--- src/rtl/node_link_pkg.sv ---
// node_link_pkg: shared defaults for the node_link endpoint
package node_link_pkg;
  localparam int DATA_LEN_DEFAULT = 8;
  localparam int NUM_PORTS = 4;
  localparam int OVF_CNT_W = 8;
endpackage

--- src/rtl/node_link_fifo.sv ---
// node_link_fifo: show-ahead FIFO, async active-low reset, optional write-while-full-with-pop
// Ports: din/push write side, dout/pop read side (dout is 0 when empty), full/empty status.
module node_link_fifo #(
  parameter int W = 8,
  parameter int DEPTH = 4,
  parameter bit POP_WRITE = 1'b0
) (
  input  logic         clk,
  input  logic         reset,
  input  logic [W-1:0] din,
  input  logic         push,
  input  logic         pop,
  output logic [W-1:0] dout,
  output logic         full,
  output logic         empty
);
  localparam int AW = $clog2(DEPTH);
  logic [W-1:0] mem [DEPTH];
  logic [AW:0] wr_ptr, rd_ptr;
  logic wr_en, rd_en;
  assign full = (wr_ptr[AW] != rd_ptr[AW]) && (wr_ptr[AW-1:0] == rd_ptr[AW-1:0]);
  assign empty = wr_ptr == rd_ptr;
  assign rd_en = pop && !empty;
  assign wr_en = push && (!full || (POP_WRITE && rd_en));
  // gated to zero so the head reads 0 after reset without clearing the array
  assign dout = empty ? '0 : mem[rd_ptr[AW-1:0]];
  always_ff @(posedge clk or negedge reset)
    if (!reset) begin
      wr_ptr <= '0;
      rd_ptr <= '0;
    end else begin
      if (wr_en) wr_ptr <= wr_ptr + (AW+1)'(1);
      if (rd_en) rd_ptr <= rd_ptr + (AW+1)'(1);
    end
  always_ff @(posedge clk)
    if (wr_en) mem[wr_ptr[AW-1:0]] <= din;
endmodule

--- src/rtl/node_link.sv ---
// node_link: paced TX to the broadcast distributor and buffered RX with overflow flag
// Ports: tx_din/tx_valid/tx_ready local send; link_dout/link_outv to distributor;
// link_din/link_inv from distributor; rx_dout/rx_valid/rx_ready local receive;
// ovf_clr/rx_overflow drop status. Define NODE_LINK_OVF_CNT_EN to add rx_ovf_cnt.
module node_link
  import node_link_pkg::*;
#(
  parameter int data_len = DATA_LEN_DEFAULT,
  parameter int FIFO_DEPTH = 4,
  parameter int SLOT_GAP = NUM_PORTS
) (
  input  logic                 clk,
  input  logic                 reset,
  input  logic [data_len-1:0]  tx_din,
  input  logic                 tx_valid,
  output logic                 tx_ready,
  output logic [data_len-1:0]  link_dout,
  output logic                 link_outv,
  input  logic [data_len-1:0]  link_din,
  input  logic                 link_inv,
  output logic [data_len-1:0]  rx_dout,
  output logic                 rx_valid,
  input  logic                 rx_ready,
  input  logic                 ovf_clr,
`ifdef NODE_LINK_OVF_CNT_EN
  output logic [OVF_CNT_W-1:0] rx_ovf_cnt,
`endif
  output logic                 rx_overflow
);
  localparam int GW = SLOT_GAP > 1 ? $clog2(SLOT_GAP) : 1;
  logic tx_full, tx_empty, rx_full, rx_empty, tx_pop, drop;
  logic [data_len-1:0] tx_head;
  logic [GW-1:0] gap_cnt;
  assign tx_ready = !tx_full;
  assign rx_valid = !rx_empty;
  assign tx_pop = !tx_empty && gap_cnt == '0;
  // a full RX FIFO still takes the word when the head leaves on the same edge
  assign drop = link_inv && rx_full && !rx_ready;
  node_link_fifo #(.W(data_len), .DEPTH(FIFO_DEPTH), .POP_WRITE(1'b0)) u_tx (
    .clk(clk), .reset(reset), .din(tx_din), .push(tx_valid), .pop(tx_pop),
    .dout(tx_head), .full(tx_full), .empty(tx_empty)
  );
  node_link_fifo #(.W(data_len), .DEPTH(FIFO_DEPTH), .POP_WRITE(1'b1)) u_rx (
    .clk(clk), .reset(reset), .din(link_din), .push(link_inv), .pop(rx_ready),
    .dout(rx_dout), .full(rx_full), .empty(rx_empty)
  );
  always_ff @(posedge clk or negedge reset)
    if (!reset) begin
      gap_cnt <= '0;
      link_outv <= 1'b0;
      link_dout <= '0;
    end else begin
      link_outv <= tx_pop;
      if (tx_pop) link_dout <= tx_head;
      gap_cnt <= tx_pop ? GW'(SLOT_GAP - 1) : (gap_cnt != '0 ? gap_cnt - GW'(1) : gap_cnt);
    end
  always_ff @(posedge clk or negedge reset)
    if (!reset) rx_overflow <= 1'b0;
    else if (drop) rx_overflow <= 1'b1;
    else if (ovf_clr) rx_overflow <= 1'b0;
`ifdef NODE_LINK_OVF_CNT_EN
  always_ff @(posedge clk or negedge reset)
    if (!reset) rx_ovf_cnt <= '0;
    else if (drop) rx_ovf_cnt <= ovf_clr ? OVF_CNT_W'(1) : (&rx_ovf_cnt ? rx_ovf_cnt : rx_ovf_cnt + OVF_CNT_W'(1));
    else if (ovf_clr) rx_ovf_cnt <= '0;
`endif
endmodule

--- config.mk ---
export PLATFORM = sky130hd
export DESIGN_NAME = node_link
export DESIGN_NICKNAME = d
export VERILOG_FILES = /design/src/rtl/node_link_pkg.sv /design/src/rtl/node_link_fifo.sv /design/src/rtl/node_link.sv
export SDC_FILE = /design/constraint.sdc
export NUM_CORES = 1
export LEC_CHECK = 0
export CAP_MARGIN = 30
export CORE_UTILIZATION = 55
export CTS_CLUSTER_DIAMETER = 150
export DETAILED_ROUTE_END_ITERATION = 8
export GPL_ROUTABILITY_DRIVEN = 0
export PLACE_DENSITY = 0.74
export SLEW_MARGIN = 30
export SYNTH_ARGS = -nofsm -noshare
export SYNTH_HDL_FRONTEND = slang
export SYNTH_SLANG_ARGS = --single-unit
export TNS_END_PERCENT = 20
--- constraint.sdc ---
create_clock -name clk -period 2.34 [get_ports clk]
set_input_delay 0.351 -clock clk [delete_from_list [all_inputs] [get_ports clk]]
set_output_delay 0.351 -clock clk [all_outputs]
set_load 0.02 [all_outputs]
# Word-level counts from Yosys, hierarchy flattened
# Memory sizes are Yosys's and may differ from the RTL's. A register that Yosys moved wholly into a read port is not among the register bits.
# Cells that the tools add are included.
# word_totals
reg_bits	16
ramBits	64
inputBits	22
output_inout_bits	20
memories	2
# mem_list
name	depth	width	rd	rd_ports_with_merged_regs	write_ports	line_no	rtl
u_rx.mem	4	8	1	0	1	node_link_fifo.sv:18	logic [W-1:0] mem [DEPTH];
u_tx.mem	4	8	1	1	1	node_link_fifo.sv:18	
# op_classes
addsub	5
n_eq_ne	6
muxes	9
reduce_logical	20
# op_table
op	count
adder 3 x 1 -> 3 bit, second input constant	4
logical AND 1 bit	9
two-way mux 8 bit	1
== test 3 bit	2
logical NOT 1 bit	6
two-way mux 1 bit	6
nonzero test 2 bit	3
== test 2 bit	2
two-way mux 2 bit	2
logical NOT 2 bit	1
inequality test 1 bit	2
subtractor 2 x 1 -> 2 bit, second input constant	1
logical OR 1 bit	1

# Depth between registers and ports, before layout
# Gate-level depths: netlist (run 1).
# depth
depth_word	7
mapped_depth	5
ltp_nobuf	5

# Modules after synthesis
# Synthesis (run 1) repeated with hierarchy kept, for this count alone.
# hier_totals
cells_unflattened	213
hier_area_um2	3878.7
# by_module_without_submodules
module	n_inst	cells_each	area_per_inst_um2	seq_area_each_um2
node_link_fifo (u_tx)	1	95	1700.4	1111.1
node_link_fifo (u_rx)	1	85	1657.8	1111.1
node_link	1	33	520.5	300.3

# Worst setup path after synthesis (run 1)
# Ideal clock, no wire load.
# synth_path
path_type	reg2out
startpoint	reg u_rx.rd_ptr[0]
endpoint	out rx_dout[0]
arrival_time_ns	1.481
t_required_ns	1.989
path_slack_ns	0.508
path_stages_with_launch	5
n_path_buf	1
path_cell_list	dfrtp_1 -> buf_6 -> xor2_2 -> nor3_1 -> and2b_1
# synth_between
elab_chain_len	2
elab_cells_between_ends	3
classes_between	eq/ne: 1; mux: 1; memory: 1
# synth_rtl
item	line_no	rtl
start: declaration	node_link_fifo.sv:19	logic [AW:0] wr_ptr, rd_ptr;
start signal: assignment	node_link_fifo.sv:33	if (rd_en) rd_ptr <= rd_ptr + (AW+1)'(1);
memory read (4 x 8 bit) / == test 3 bit (equally long branches)	n/a	
two-way mux 8 bit (*)	node_link_fifo.sv:26	assign dout = empty ? '0 : mem[rd_ptr[AW-1:0]];
end: declaration	node_link.sv:21	output logic [data_len-1:0] rx_dout,
# Every way passes the cells marked *; elsewhere a longest branch is shown, timed or not.

# Final worst setup path (run 1)
# layout_path
startpoint	reg u_rx.wr_ptr[1]
endpoint	out rx_dout[4]
# layout_between
elab_chain_len	2
# layout_rtl
item	line_no	rtl
start: declaration	node_link_fifo.sv:19	
start signal: assignment	node_link_fifo.sv:32	if (wr_en) wr_ptr <= wr_ptr + (AW+1)'(1);
== test 3 bit	node_link_fifo.sv:22	assign empty = wr_ptr == rd_ptr;
two-way mux 8 bit	node_link_fifo.sv:26	
# No other way between the ends.

==> flow_summary.ini, run 1 <==
[finish]
seq_area_um2 = 2520
multiInputGateArea_um2 = 1070
fillers = 431
area_delta_synth_final_pct = 20.4
stdcell_count = 332
drive_gt1_frac = 0.251
num_antenna_cells = 0
stdcell_area_um2 = 4390
nNetsFinal = 283

[global_route]
grt_pass1_wl_um = 9760
grt_pass1_vias = 1987
grt_overflow = 0
grt_max_degree = 25
track_usage = 0.192
antenna_found_initial = 0

[synthesis]
synth-xor-area-share = 0.0504
synth_cells = 191
ys_seq_area_frac = 0.692
synth_fp_nets = 224
yosys.area_share.simple = 0.0357
synth_mux_area_frac = 0.143
synth_top_family_by_area = multiplexers
avgSynthCellArea_um2 = 19.1
synth_cell_types = 30
yosys.area_share.adder = 0.0377
ys_ff_latch = 88
synth-compound-area-share = 0.0206
synth_warnings = 0
synth_area_um2 = 3650

[floorplan]
start_util = 0.571
die_y_um = 83.4
die_w_um = 83.4
core_area_um2 = 6390
die_area_um2 = 6960
rows = 29
io_pins = 42

[sta]
worst_pin_slew_ns = 0.489
slew_headroom = 0.670
fin_hold_ws_ns = 0.362
setup_viol = 0
layout_worst_path_cycle_share = 0.960
fin_crit_ns = 2.25
finalSetupTns_ns = 0
hold_viol = 0
skew_ns = 0.0115
fmax_ghz = 0.445
rsz0062_at_grt = no
drv_slew = 0

[worst_setup_path]
cp.depth = 5
end_kind = primary output
arrival_ns = 1.89
cp_num_buf_inv = 2
worstSetupPathType = flop to primary output
required_ns = 1.99
worstSetupStartpointType = flop
r2r_setup_slack_ns = 0.49
rr_startpoint = u_rx.wr_ptr[1]
crit_start = u_rx.wr_ptr[1]
slowest_stage = dfrtp_2
crit_path_end = rx_dout[4]
critPathTopFamily = buffers and inverters
r2r_cells = 3
slowest_delay_ns = 0.47
path_cells = xor2_4, nor3_2, clkdlybuf4s15_2, nor2b_1, dlygate4sd2_1
cp_max_fo = 6
worstReg2RegEnd = u_rx.mem[3][5]

[min_path]
hold_class = input port to async pin

[clock_tree]
cts_buffer_depth = 2
cts_root_buf = clkbuf_8
insertion_delay_ns = 0.35
cts_buffers = 9
cts_htree_levels = 3
cts_tree = built
clock_sinks = 88
clk_pin_slew_ns = 0.09
hold_buffers = 0

[drt]
drt-initial-drc-count = 107
drc = 0
vias = 1783
wirelength_um = 5870
wire_per_inst_um = 17.7
vias_per_cell = 5.37
antenna_left = 0
drtPass1Iterations = 4

[run_status]
status = completed

[flow_run]
maxCapViolations = 0

[place]
post_dp_cell_area_um2 = 4180
dp_cells = 313
place_hpwl_um = 3960
portBuffers = 41

[power]
leakage_uw = 0.00161
ir_drop_v = 0.000805
p_per_area_nw_per_um2 = 1360
## final cells by class
class / instances / area share
Inverter: 9 / 0.00769
Tap cell: 77 / 0.0219
Sequential cell: 88 / 0.575
Clock inverter: 6 / 0.0105
Clock buffer: 10 / 0.0291
Timing Repair Buffer: 53 / 0.112
Multi-Input combinational cell: 89 / 0.244
## report_power, final
part / total, uW / leakage (uW) / switching [uW] / internal (uW)
combinational: 2600 / 0.000665 / 1300 / 1290
sequential: 2430 / 0.000867 / 263 / 2170
clock: 932 / 0.0000829 / 540 / 392
total: 5960 / 0.00161 / 2110 / 3850
## per-stage QoR
step,total power [uW],utilization,setup slack (ns)
detailed placement,5090,0.654,0.161
global route,6310,0.688,0.000236
finish,5960,0.688,0.0945
CTS,5910,0.680,0.0218
global placement,4980,0.654,0.209
floorplan,4150,-,0.508
## cell families (layout without fill, tap and decap cells)
logic type / count (synthesis) / count (layout)
DFF: 88 / 88
muxes: 30 / 30
AOI/OAI and AO/OA: 9 / 9
buffers and inverters: 14 / 78
and+or+nand+nor: 21 / 21
xor gates and xnor gates: 18 / 18
adders and majority gates: 11 / 11
## flip-flops by register name, summed over array words and instances, names as in the netlist, 2 cells and up
| name | count |
|---|---|
| u_tx.rd_ptr | 3 |
| u_tx.wr_ptr | 3 |
| link_dout | 8 |
| u_tx.mem | 32 |
| u_rx.wr_ptr | 3 |
| gap_cnt | 2 |
| u_rx.mem | 32 |
| u_rx.rd_ptr | 3 |
## what timing repair did
action,4_1_cts,5_1_grt
endpoints found under the hold margin,0,0
endpoints found under the setup margin,9,6
gates resized for setup,10,12
buffers inserted,0,2
cloned,0,1
pin swaps,0,1
## synthesized netlist by cell type
library cell	number	area share
nand4_1	1	0.0017
nor2b_1	3	0.0051
o31ai_1	1	0.0021
xor2_2	1	0.0045
and2b_1	5	0.010
edfxtp_1	64	0.53
o31a_1	2	0.0048
mux2_4	1	0.0041
o311ai_0	1	0.0024
and2_1	7	0.012
mux2i_1	1	0.0027
buf_6	2	0.0062
a31oi_1	2	0.0034
buf_2	1	0.0014
a22o_1	1	0.0024
mux4_2	16	0.099
nor4_1	1	0.0017
inv_1	9	0.0093
mux2_2	12	0.037
ha_1	11	0.038
dfrtp_1	24	0.16
nand2_1	2	0.0021
xnor2_1	9	0.022
o41ai_1	1	0.0024
buf_4	2	0.0041
xor2_1	7	0.017
nor3_1	1	0.0014
nand3_1	1	0.0014
o41a_1	1	0.0031
xor2_4	1	0.0076
## how the worst min path moves through the flow
stage,from,cells after the start,end
2_1_floorplan,reset,0,gap_cnt[0]
3_5_place_dp,link_dout[5],1,link_dout[5]
4_1_cts,reset,2,link_dout[1]
3_3_place_gp,link_dout[0],1,link_dout[0]
6_report,reset,2,u_rx.rd_ptr[2]
5_1_grt,reset,2,rx_overflow
## routing by layer
metal	GRT usage	wire (um)	vias to the layer above
li1	-	-	843
met1	0.229	2500	894
met2	0.332	3070	35
met3	0.0527	203	11
met4	0.0817	94	0
met5	0	0	-
## layout by cell type (no fill, tap or decap), types with 2 or more instances in the layout
cell type         n
edfxtp_1         64
clkdlybuf4s50_1  32
dfrtp_1          22
mux4_2           16
mux2_2           12
ha_1             11
buf_4            11
inv_1             9
xnor2_1           9
clkbuf_8          9
and2_1            7
xor2_1            6
and2b_1           5
clkdlybuf4s15_1   4
nor2b_1           3
dlygate4sd2_1     3
o31a_1            2
xor2_4            2
nand2_1           2
a31oi_1           2
clkinvlp_4        2
clkinv_4          2
clkbuf_2          2
dfrtp_2           2
No activity file was read; power rests on OpenSTA's default activity.
==> run 2: changes to the inputs <==
--- a/config.mk
+++ b/config.mk
@@ -6,12 +6,15 @@
 export NUM_CORES = 1
 export LEC_CHECK = 0
 export CAP_MARGIN = 30
-export CORE_UTILIZATION = 55
+export CELL_PAD_IN_SITES_DETAIL_PLACEMENT = 1
+export CELL_PAD_IN_SITES_GLOBAL_PLACEMENT = 2
+export CORE_UTILIZATION = 42
 export CTS_CLUSTER_DIAMETER = 150
 export DETAILED_ROUTE_END_ITERATION = 8
 export GPL_ROUTABILITY_DRIVEN = 0
-export PLACE_DENSITY = 0.74
-export SLEW_MARGIN = 30
+export GPL_TIMING_DRIVEN = 0
+export PLACE_DENSITY = 0.75
+export SLEW_MARGIN = 10
 export SYNTH_ARGS = -nofsm -noshare
 export SYNTH_HDL_FRONTEND = slang
 export SYNTH_SLANG_ARGS = --single-unit
==> run 2 against run 1 <==
Against the previous run: final cell count increased by 7.2%; total power increased by 1.8%; count of clock-buffer cells in the layout fell by 1; register-to-register slack got worse by 0.10 ns; combinational power increased by 3%; die area grew 30%; sequential share of layout area down 0.74 points; clock power up 2%; non-clock buffer count is 4 lower; critical path depth decreased by 1; worst setup slack better by 0.0026 ns; flip-flop and latch count unchanged; critical path type unchanged; critical endpoint unchanged.
==> flow_summary.ini, run 2 (synthesis gave the netlist of run 1 again) <==
[run_status]
status = completed

[sta]
skew_ns = 0.00768
setup_viol = 0
slew_headroom = 0.501
fmax_ghz = 0.446
hold_viol = 0
layout_worst_path_cycle_share = 0.958
finalSetupTns_ns = 0
fin_crit_ns = 2.24
drv_slew = 0
rsz0062_at_grt = no
fin_ws_ns = 0.0971
worst_pin_slew_ns = 0.746

[worst_setup_path]
worstSetupPathType = flop to primary output
worstReg2RegEnd = u_rx.mem[3][2]
end_kind = primary output
worstSetupStartpointType = flop
r2r_setup_slack_ns = 0.39
required_ns = 1.99
crit_start = u_rx.rd_ptr[0]
arrival_ns = 1.89
r2r_cells = 4
cp_max_fo = 10
rr_startpoint = u_rx.rd_ptr[1]
crit_path_end = rx_dout[4]

[floorplan]
core_area_um2 = 8300
die_area_um2 = 9060
io_pins = 42
die_w_um = 95.2
start_util = 0.439
rows = 33
die_y_um = 95.2

[drt]
drt-initial-drc-count = 60
drc = 0
wirelength_um = 6500
vias = 1826
wire_per_inst_um = 18.3
drtPass1Iterations = 4
antenna_left = 0
vias_per_cell = 5.13

[clock_tree]
cts_root_buf = clkbuf_8
clock_sinks = 88
cts_buffers = 9
insertion_delay_ns = 0.35
cts_htree_levels = 3
cts_buffer_depth = 2
clk_pin_slew_ns = 0.08
cts_tree = built

[finish]
drive_gt1_frac = 0.247
seq_area_um2 = 2520
mostFrequentLayoutCell = edfxtp_1
final_cell_mix = 64 x edfxtp_1, 31 x clkdlybuf4s50_1, 24 x dfrtp_1
area_delta_synth_final_pct = 21.9
num_antenna_cells = 0
multiInputGateArea_um2 = 1100
nNetsFinal = 279
final_core_util = 0.535
fillers = 775

[place]
place_hpwl_um = 4460
dpl_worst_slack_ns = -0.336
portBuffers = 41

[power]
seqPwrFrac = 0.401
p_per_area_nw_per_um2 = 1370
p_sw_frac = 0.361
comb_power_share = 0.442
ir_drop_v = 0.000516
leakage_uw = 0.00163
intPower_uw = 3870
switching_power_uw = 2190
pwr-share-clk = 0.157

[min_path]
hold_class = input port to async pin

[global_route]
grt_overflow = 0
grt_max_degree = 17
grt_pass1_vias = 1978
antenna_found_initial = 0
track_usage = 0.163
grt_pass1_wl_um = 10400

[flow_run]
maxCapViolations = 0
-- run 2: changes by cell type in the layout (fill, tap and decap cells not counted), sizes merged --
| cell | before | now |
|---|---|---|
| buf | 11 | 7 |
| clkdlybuf4s15 | 5 | 1 |
| clkbuf | 12 | 14 |
| inv | 10 | 12 |
| clkdlybuf4s50 | 32 | 31 |
| clkinvlp | 2 | 1 |
| dlygate4sd2 | 3 | 4 |
| dlymetal6s2s | 0 | 1 |
-- run 2: metrics by stage --
step	std cells	hold WS, ns	power, uW	cell area [um^2]
final	356	0.308	6060	4440
after CTS	356	0.315	6150	4430
after global placement	337	0.489	5050	4190
after global routing	356	0.333	6490	4440
after floorplan	191	0.0554	4150	3650
after detailed placement	339	0.500	5140	4210
-- run 2: worst min path at each step --
stage | to | from | slack [ns]
2_1_floorplan | gap_cnt[0] | reset | 0.06
3_3_place_gp | link_dout[4] | link_dout[4] | 0.49
3_5_place_dp | link_dout[0] | link_dout[0] | 0.50
4_1_cts | rx_overflow | reset | 0.31
5_1_grt | u_rx.rd_ptr[0] | reset | 0.33
6_report | u_rx.rd_ptr[0] | reset | 0.31
-- run 2: final cells by class --
| type | instances | area share |
|---|---|---|
| Clock buffer | 9 | 0.0279 |
| Multi-Input combinational cell | 89 | 0.248 |
| Sequential cell | 88 | 0.568 |
| Timing Repair Buffer | 44 | 0.0952 |
| Buffer | 5 | 0.0121 |
| Tap cell | 105 | 0.0296 |
| Clock inverter | 7 | 0.0118 |
| Inverter | 9 | 0.00760 |
-- run 2: power groups by stage --
stage               Combinational [uW]  Clock, uW  Sequential (uW)
floorplan                         1660          0             2490
finish                            2680        951             2430
global route                      2950       1050             2490
global placement                  2620          0             2430
detailed placement                2690          0             2450
CTS                               2720        993             2430
-- run 2: critical path, stage by stage, from the launching register on --
cell and delay, ns:
dfrtp_1 0.41, buf_12 0.18, mux4_2 0.49, nor2b_1 0.15
dlygate4sd2_1 0.31
-- run 2: repair_timing --
action | 4_1_cts | 5_1_grt
setup buffers | 1 | 0
hold buffers | 0 | 0
pin swaps | 1 | 1
gates resized for setup | 21 | 10
endpoints found under the setup margin | 10 | 8
-- run 2: routing by layer --
| layer | GRT usage | vias to the layer above | routed length, um |
|---|---|---|---|
| li1 | - | 838 | - |
| met1 | 0.206 | 943 | 2850 |
| met2 | 0.276 | 36 | 3350 |
| met3 | 0.0383 | 9 | 207 |
| met4 | 0.0568 | 0 | 92 |
| met5 | 0 | - | 0 |
==> RTL change, RTL diff (flow settings as in run 1) <==
Change the parameter `POP_WRITE` from 1'b1 to 1'b0.
--- a/src/rtl/node_link.sv
+++ b/src/rtl/node_link.sv
@@ -41,5 +41,5 @@
     .dout(tx_head), .full(tx_full), .empty(tx_empty)
   );
-  node_link_fifo #(.W(data_len), .DEPTH(FIFO_DEPTH), .POP_WRITE(1'b1)) u_rx (
+  node_link_fifo #(.W(data_len), .DEPTH(FIFO_DEPTH), .POP_WRITE(1'b0)) u_rx (
     .clk(clk), .reset(reset), .din(link_din), .push(link_inv), .pop(rx_ready),
     .dout(rx_dout), .full(rx_full), .empty(rx_empty)
Function: changed (a bounded check fails within 10 cycles, from zero or initial values and one cycle with reset low).
==> RTL change against run 1 <==
  * Sequential cell count unchanged
  * Worst setup slack better by 0.034 ns
  * First-iteration DRC count up 46%
  * Wire length up 2.8%
  * Area after synthesis up 0.69%
  * Hold slack worse by 0.0071 ns
  * Largest cell class unchanged
  * Power up 4.9%
  * Cell area up 1.3%
  * Register-to-register slack worse by 0.05 ns
  * Clock power up 16%
==> RTL change: results (changes against run 1) <==
Timing
  • Final hold slack: 0.3548 ns (-0.007092 ns)
  • Final worst slack: 0.1289 ns (+0.03442 ns)
  • Clock Skew: 0.009615 ns (-0.001890 ns)

Setup path
  • Slowest CP cell: mux4_2
  • Slowest stage delay, CP: 0.49 ns (+0.02 ns)
  • CP startpoint: u_rx.rd_ptr[0]
  • Reg2reg setup slack: 0.44 ns (-0.05 ns)
  • Top delay family on crit path: multiplexers
  • Worst setup path endpoint: rx_dout[0]

Placement
  • Placed Area: 4198 um^2 (+0.48%)
  • Place WS: 0.06132 ns (-0.1001 ns)
  • Post-DP HPWL: 4.188 mm (+5.8%)

Layout
  • Multi-input logic area: 1076 um^2 (+0.47%)
  • Filler cells: 430 (-0.23%)
  • Layout clock area frac: 4.700% (+0.74 points)
  • Multi-input gates: 90 (+1.1%)
  • Sequential cell count: 88 (unchanged)
  • Non-CTS buffers: 52 (-1.9%)
  • Layout cells sized above 1: 23.92% (-1.2 points)

Drt
  • DRT iter0 DRCs: 156 (+46%)
  • Via density: 5.524 (+2.9%)
  • DRT Wirelength: 6.032 mm (+2.8%)

Global route
  • GRT Total Usage: 19.27% (+0.026 points)
  • Global-route wire length before repair: 9.984 mm (+2.3%)

Status
  • Status: completed

Synth
  • Net count after synthesis: 225 (+0.45%)
  • Syn_area_per_cell: 19.12 um^2 (+0.16%)
  • Commonest cells in the netlist: 64 x edfxtp_1, 24 x dfrtp_1, 16 x mux4_2
  • Register area share after synthesis: 68.71% (-0.47 points)
  • Synth Cell Area: 3671 um^2 (+0.69%)
==> RTL change: power breakdown <==
group          total (uW)  leakage, uW  switching, uW  internal, uW
combinational        2720     0.000686           1370          1350
clock                1080     0.000100            568           516
sequential           2450     0.000868            268          2180
total                6250      0.00165           2200          4050
==> RTL change: cell families after synthesis <==
| kind of cell | synth area share [%] |
|---|---|
| buffers and inverters | 2.352 |
| xor gates and xnor gates | 4.738 |
| DFF | 68.71 |
| adders and majority gates | 3.749 |
| muxes | 14.89 |
| AOI/OAI and AO/OA | 2.147 |
| and+or+nand+nor | 3.409 |
==> RTL change: what timing repair did <==
action | CTS | global route
pin swaps | 1 | 1
gates resized for setup | 11 | 1
buffers inserted | 0 | 3
setup endpoints to repair | 9 | 4
==> RTL change: routing by layer <==
layer / global-route usage (%) / up-vias / wire [um]
met3: 3.956 / 7 / 208
met2: 33.63 / 47 / 3182
met4: 8.012 / 0 / 63
met1: 23.43 / 935 / 2577
li1: - / 845 / -
met5: 0 / - / 0
